==> src/rtl/deal_scheduler.sv <==
// rtl/deal_scheduler.sv - blackjack round sequencer: card handshake, turn control, scoring, BCD win counters
module deal_scheduler #(
  parameter int DEALER_STAND = 17,
  parameter int BUST_LIMIT   = 21,
  parameter int MAX_CARDS    = 5
) (
  input  logic        clock,
  input  logic        reset,
  input  logic        new_Game,
  input  logic        slave_hit,
  input  logic        slave_stand,
  input  logic        card_valid,
  input  logic [3:0]  cardValue4,
  output logic        card_req,
  output logic        cardReadySlave,
  output logic        cardReadyMaster,
  output logic [4:0]  totalValueSlave5,
  output logic [4:0]  totalValueMaster5,
  output logic        finishSlave,
  output logic        finishMaster,
  output logic [1:0]  result2,
  output logic [15:0] bcdResults16
);

  typedef enum logic [3:0] {
    IDLE, DEAL_S1, DEAL_M1, DEAL_S2, DEAL_M2, SLAVE_TURN, SLAVE_DRAW,
    MASTER_TURN, MASTER_DRAW, SCORE, DONE
  } state_t;

  localparam logic [4:0] STAND_LIM = 5'(DEALER_STAND);
  localparam logic [4:0] BUST_LIM  = 5'(BUST_LIMIT);
  localparam logic [2:0] MAX_CNT   = 3'(MAX_CARDS);

  state_t      state_q, state_d;
  logic        card_req_q, card_req_d;
  logic        rdy_s_q, rdy_s_d, rdy_m_q, rdy_m_d;
  logic [4:0]  tot_s_q, tot_s_d, tot_m_q, tot_m_d;
  logic [2:0]  cnt_s_q, cnt_s_d;
  logic        fin_s_q, fin_s_d, fin_m_q, fin_m_d;
  logic [1:0]  res_q, res_d;
  logic [15:0] bcd_q, bcd_d;

  logic       accept, to_slave, to_master, slave_bust;
  logic [4:0] card_pts;

  function automatic logic [4:0] sat_add(input logic [4:0] a, input logic [4:0] b);
    logic [5:0] s;
    s = {1'b0, a} + {1'b0, b};
    return s[5] ? 5'd31 : s[4:0];
  endfunction

  // Two-digit BCD increment that wraps 99 -> 00
  function automatic logic [7:0] bcd_inc(input logic [7:0] v);
    logic [7:0] r;
    r = v;
    if (v[3:0] == 4'd9) begin
      r[3:0] = 4'd0;
      r[7:4] = (v[7:4] == 4'd9) ? 4'd0 : v[7:4] + 4'd1;
    end else begin
      r[3:0] = v[3:0] + 4'd1;
    end
    return r;
  endfunction

  function automatic logic is_card_state(input state_t s);
    return (s == DEAL_S1) || (s == DEAL_M1) || (s == DEAL_S2) || (s == DEAL_M2) ||
           (s == SLAVE_DRAW) || (s == MASTER_DRAW);
  endfunction

  assign accept     = card_req_q & card_valid;
  assign to_slave   = (state_q == DEAL_S1) || (state_q == DEAL_S2) || (state_q == SLAVE_DRAW);
  assign to_master  = (state_q == DEAL_M1) || (state_q == DEAL_M2) || (state_q == MASTER_DRAW);
  assign slave_bust = tot_s_q > BUST_LIM;

  always_comb begin
    card_pts = 5'd10;
    if (cardValue4 != 4'd0 && cardValue4 <= 4'd10) card_pts = {1'b0, cardValue4};
  end

  always_comb begin
    state_d = state_q;
    rdy_s_d = 1'b0;
    rdy_m_d = 1'b0;
    tot_s_d = tot_s_q;
    tot_m_d = tot_m_q;
    cnt_s_d = cnt_s_q;
    fin_s_d = fin_s_q;
    fin_m_d = fin_m_q;
    res_d   = res_q;
    bcd_d   = bcd_q;

    if (accept && to_slave) begin
      tot_s_d = sat_add(tot_s_q, card_pts);
      cnt_s_d = (cnt_s_q == 3'd7) ? 3'd7 : cnt_s_q + 3'd1;
      rdy_s_d = 1'b1;
    end
    if (accept && to_master) begin
      tot_m_d = sat_add(tot_m_q, card_pts);
      rdy_m_d = 1'b1;
    end

    case (state_q)
      IDLE:        state_d = IDLE;
      DEAL_S1:     if (accept) state_d = DEAL_M1;
      DEAL_M1:     if (accept) state_d = DEAL_S2;
      DEAL_S2:     if (accept) state_d = DEAL_M2;
      DEAL_M2:     if (accept) state_d = SLAVE_TURN;
      SLAVE_TURN: begin
        if (slave_bust || cnt_s_q == MAX_CNT || slave_stand) begin
          fin_s_d = 1'b1;
          state_d = MASTER_TURN;
        end else if (slave_hit) begin
          state_d = SLAVE_DRAW;
        end
      end
      SLAVE_DRAW:  if (accept) state_d = SLAVE_TURN;
      MASTER_TURN: begin
        if (!slave_bust && tot_m_q < STAND_LIM) begin
          state_d = MASTER_DRAW;
        end else begin
          fin_m_d = 1'b1;
          state_d = SCORE;
        end
      end
      MASTER_DRAW: if (accept) state_d = MASTER_TURN;
      SCORE: begin
        if (slave_bust)             res_d = 2'b10;
        else if (tot_m_q > BUST_LIM) res_d = 2'b01;
        else if (tot_s_q > tot_m_q) res_d = 2'b01;
        else if (tot_m_q > tot_s_q) res_d = 2'b10;
        else                        res_d = 2'b11;
        if (res_d == 2'b01) bcd_d[7:0]  = bcd_inc(bcd_q[7:0]);
        if (res_d == 2'b10) bcd_d[15:8] = bcd_inc(bcd_q[15:8]);
        state_d = DONE;
      end
      DONE:        state_d = DONE;
      default:     state_d = IDLE;
    endcase

    // A new round overrides everything, including a card accepted this cycle
    if (new_Game) begin
      state_d = DEAL_S1;
      rdy_s_d = 1'b0;
      rdy_m_d = 1'b0;
      tot_s_d = 5'd0;
      tot_m_d = 5'd0;
      cnt_s_d = 3'd0;
      fin_s_d = 1'b0;
      fin_m_d = 1'b0;
      res_d   = 2'b00;
    end

    card_req_d = is_card_state(state_d) && !accept && !new_Game;
  end

  always_ff @(posedge clock or posedge reset) begin
    if (reset) begin
      state_q    <= IDLE;
      card_req_q <= 1'b0;
      rdy_s_q    <= 1'b0;
      rdy_m_q    <= 1'b0;
      tot_s_q    <= 5'd0;
      tot_m_q    <= 5'd0;
      cnt_s_q    <= 3'd0;
      fin_s_q    <= 1'b0;
      fin_m_q    <= 1'b0;
      res_q      <= 2'b00;
      bcd_q      <= 16'h0000;
    end else begin
      state_q    <= state_d;
      card_req_q <= card_req_d;
      rdy_s_q    <= rdy_s_d;
      rdy_m_q    <= rdy_m_d;
      tot_s_q    <= tot_s_d;
      tot_m_q    <= tot_m_d;
      cnt_s_q    <= cnt_s_d;
      fin_s_q    <= fin_s_d;
      fin_m_q    <= fin_m_d;
      res_q      <= res_d;
      bcd_q      <= bcd_d;
    end
  end

  assign card_req          = card_req_q;
  assign cardReadySlave    = rdy_s_q;
  assign cardReadyMaster   = rdy_m_q;
  assign totalValueSlave5  = tot_s_q;
  assign totalValueMaster5 = tot_m_q;
  assign finishSlave       = fin_s_q;
  assign finishMaster      = fin_m_q;
  assign result2           = res_q;
  assign bcdResults16      = bcd_q;

endmodule

==> config.mk <==
export PLATFORM = sky130hd
export DESIGN_NAME = deal_scheduler
export DESIGN_NICKNAME = d
export VERILOG_FILES = /design/src/rtl/deal_scheduler.sv
export SDC_FILE = /design/constraint.sdc
export NUM_CORES = 1
export LEC_CHECK = 0
export BUFFER_PORTS_ARGS = -buffer_cell sky130_fd_sc_hd__buf_2
export CORE_MARGIN = 1
export CORE_UTILIZATION = 55
export DETAILED_ROUTE_END_ITERATION = 12
export GPL_TIMING_DRIVEN = 0
export HOLD_SLACK_MARGIN = 0.1
export PLACE_DENSITY = 0.87
export SYNTH_ARGS = -nofsm -noshare
export SYNTH_HDL_FRONTEND = slang
export SYNTH_SLANG_ARGS = --single-unit
==> constraint.sdc <==
create_clock -name clock -period 5.36 [get_ports clock]
set_clock_uncertainty 0.1 [all_clocks]
set_input_delay 0.804 -clock clock [delete_from_list [all_inputs] [get_ports clock]]
set_output_delay 0.804 -clock clock [all_outputs]
set_load 0.005 [all_outputs]
==> flow_metrics.py <==
metrics = {
    "placement": {
        "place_congestion": 0.884,
        "dpl.cell_count": 364,
        "dpl.hpwl_microns": 4110,
        "io_buffer_count": 41,
    },
    "cts": {
        "cts-htree-levels": 2,
        "clock_path_buffers": 2,
        "cts_tree": "yes",
        "cts_resized": 0,
        "cts_made_buffers": 5,
        "clkSlewWorstSetupHoldPaths_ps": 70,
        "cts_hold_buf": 0,
        "cts_sinks": 40,
        "cts_setup_buffers": 0,
        "clock_latency_ps": 300,
        "cts_root_buf": "clkbuf_8",
    },
    "timing": {
        "tightestPinTransition_ps": 836,
        "post-route-period-util_pct": 54.7,
        "fmax_ghz": 0.341,
        "finalHoldViolCount": 0,
        "max-slew-margin-rel_pct": 44.2,
        "drv_slew": 0,
        "setup_viol": 0,
        "period_needed_ps": 2930,
        "tns_ps": 0,
        "rsz0062_at_grt": "no",
    },
    "critical_path": {
        "cp_slowest_cell": "o31ai_1",
        "worst-r2r-cell-count": 8,
        "worstPathRequired_ps": 5450,
        "critPathLaunchType": "primary input",
        "worst_ep_arrival_time_ps": 3020,
        "slowest_delay_ps": 630,
        "worstSetupEndpointType": "flop",
        "worstPathMaxFanout": 5,
        "crit_type": "primary input to flop",
        "path_cells": "buf_2 > o31ai_1 > ha_1 > a21o_1 > a21oi_1 > nor2b_1 > o21ai_0 > nand2_1 > o21a_1",
    },
    "drt": {
        "viasPerCell": 5.85,
        "first_pass_iters": 4,
        "drt_iter0_drc": 112,
        "routedWlPerCell_microns": 14.8,
        "drt-total-wl_microns": 5490,
        "ant_nets": 0,
        "vias": 2177,
        "route.detailed.drc": 0,
    },
    "synthesis": {
        "netlist_area_sq_um": 2660,
        "syn_nets": 298,
        "synth_compound_area_share_pct": 18.4,
        "synth_cell_types": 64,
        "synth_area_leaders": "dfrtp_1 38%, ha_1 7.1%, nor2_1 4.4%",
        "synth-adder-area-share_pct": 8.56,
        "synth.avg_cell_area_sq_um": 9.82,
        "synth_top_area_share_pct": 37.6,
        "synth_top_cell_by_area": "dfrtp_1",
        "ys_ff_latch": 40,
        "ys.flop_type": "dfrtp_1",
        "synth_edf_count": 0,
        "synthCells": 271,
        "synthXorXnorAreaFrac_pct": 3.95,
        "seq_area_frac_synth_pct": 37.6,
        "synth_top_family_by_area": "simple AND/OR/NAND/NOR gates",
        "synthSimpleGateAreaFrac_pct": 23.6,
        "synthArstFlopShare_pct": 100,
        "ys_warn_count": 0,
        "synthMuxAreaShare_pct": 3.53,
    },
    "die": {
        "core-area_sq_um": 4500,
        "dieArea_sq_um": 5120,
        "num_rows": 24,
        "die_w_microns": 71.6,
        "die_h_microns": 71.6,
        "initial_core_util_pct": 59.1,
        "ioPinCount": 43,
    },
    "layout": {
        "fin_cells": 372,
        "synthToLayoutAreaGrowth_pct": 14.2,
        "antennaDiodeCount": 0,
        "fin_nets": 346,
        "fill_cells": 356,
        "seq_area_sq_um": 1000,
        "multiInputGateArea_sq_um": 1540,
        "drive_above_1_share_pct": 23.8,
    },
    "job": {
        "maxCapViolCount": 0,
    },
    "power": {
        "irDropWorstVdd_mv": 0.175,
        "p_leak_nw": 1.57,
        "power_density_nw_per_um2": 301,
    },
    "grt": {
        "grt_pass1_vias": 2009,
        "grt_pass1_wl_microns": 9440,
        "grt_max_degree": 41,
        "gr-total-overflow": 0,
        "antenna_found_initial": 0,
        "track_usage_pct": 23.5,
    },
    "run_status": {
        "status": "completed",
    },
    "hold_path": {
        "holdPathStages": 1,
        "hold_path_class": "flop to flop",
    },
}
[synthesized netlist by cell type, drive strengths merged, types with 5 or more instances]
cell	instances
nor3	6
buf	6
dfrtp	40
nand2	16
nand2b	8
nand3	11
mux2i	6
xor2	6
ha	15
inv	12
a21o	9
o21ai	9
nor2	32
xnor2	6
a211oi	5
nor2b	9
a21oi	16
[final cells by class]
type / count / area share [%]
Multi-Input combinational cell: 210 / 50.8
Sequential cell: 40 / 32.9
Timing Repair Buffer: 41 / 6.75
Clock buffer: 6 / 2.39
Buffer: 9 / 2.35
Tap cell: 52 / 2.14
Inverter: 12 / 1.48
Clock inverter: 2 / 1.15
[registers in the layout, indices dropped and copies added (netlist names), 2 cells and up]
| register | cells |
|---|---|
| totalValueSlave5 | 5 |
| totalValueMaster5 | 5 |
| cnt_s_q | 3 |
| state_q | 4 |
| result2 | 2 |
| bcdResults16 | 16 |
[cells by family (layout without fill, tap and decap cells)]
group | after synthesis | count (layout)
multiplexers | 9 | 9
AO/OA/AOI/OAI | 65 | 65
adder cells (fa/ha/maj) | 17 | 17
XOR/XNOR | 12 | 12
AND/OR/NAND/NOR | 107 | 107
buffers and inverters | 21 | 70
flip-flops | 40 | 40
[cell usage in the layout (no fill, tap or decap), types with 3 or more instances in the layout]
cell / n
inv_1: 11
and2_1: 4
xnor2_1: 6
clkbuf_8: 5
xor2_1: 6
a311oi_1: 3
clkbuf_1: 4
nand3_1: 11
o31ai_1: 3
buf_2: 41
a21oi_1: 14
mux2i_1: 6
nand2_1: 15
nor2b_1: 9
ha_1: 15
o21a_1: 4
a21o_1: 9
nor2_1: 31
o21ai_0: 7
a211oi_1: 4
nor3_1: 5
nand2b_1: 7
dfrtp_1: 40
buf_6: 4
[path summary, 6_finish.rpt]
path | startpoint | end | slack, ps
setup reg to reg | totalValueSlave5[4] | bcdResults16[15] | 3000
hold / removal | bcdResults16[4] | bcdResults16[4] | 400
setup / recovery | cardValue4[3] | totalValueMaster5[1] | 2430
min in group asynchronous | reset | bcdResults16[4] | 570
max in group asynchronous | reset | finishSlave | 4070
hold reg to reg | bcdResults16[4] | bcdResults16[4] | 400
[through the flow]
step | hold slack [ps] | power, mW | utilization, % | cell area (sq um) | setup WS [ps]
after floorplan | 384 | 0.605 | - | 2660 | 2580
after global placement | 376 | 0.662 | 65.1 | 2930 | 2220
final | 395 | 0.913 | 67.5 | 3040 | 2430
after CTS | 397 | 0.919 | 67.5 | 3040 | 2420
after detailed placement | 386 | 0.675 | 65.1 | 2930 | 2140
after global routing | 417 | 0.971 | 67.5 | 3040 | 2220
[power by group]
group / switching [mW] / internal (mW)
Clock: 0.104 / 0.138
Sequential: 0.0298 / 0.325
Combinational: 0.177 / 0.140
Total: 0.310 / 0.603
[critical path, delay by kind of cell]
kind            cells  cell delay [ps]
buf+inv             1              120
fa+ha+maj           1              360
compound gates      5             1530
simple gates        2              200
[routing by layer]
metal / part of all wire, % / track usage [%]
met5: 0 / 0
met4: 1.3 / 6.75
met3: 4.3 / 4.64
met2: 47 / 38.0
met1: 48 / 32.3
Power figures use the tool's default switching activity.
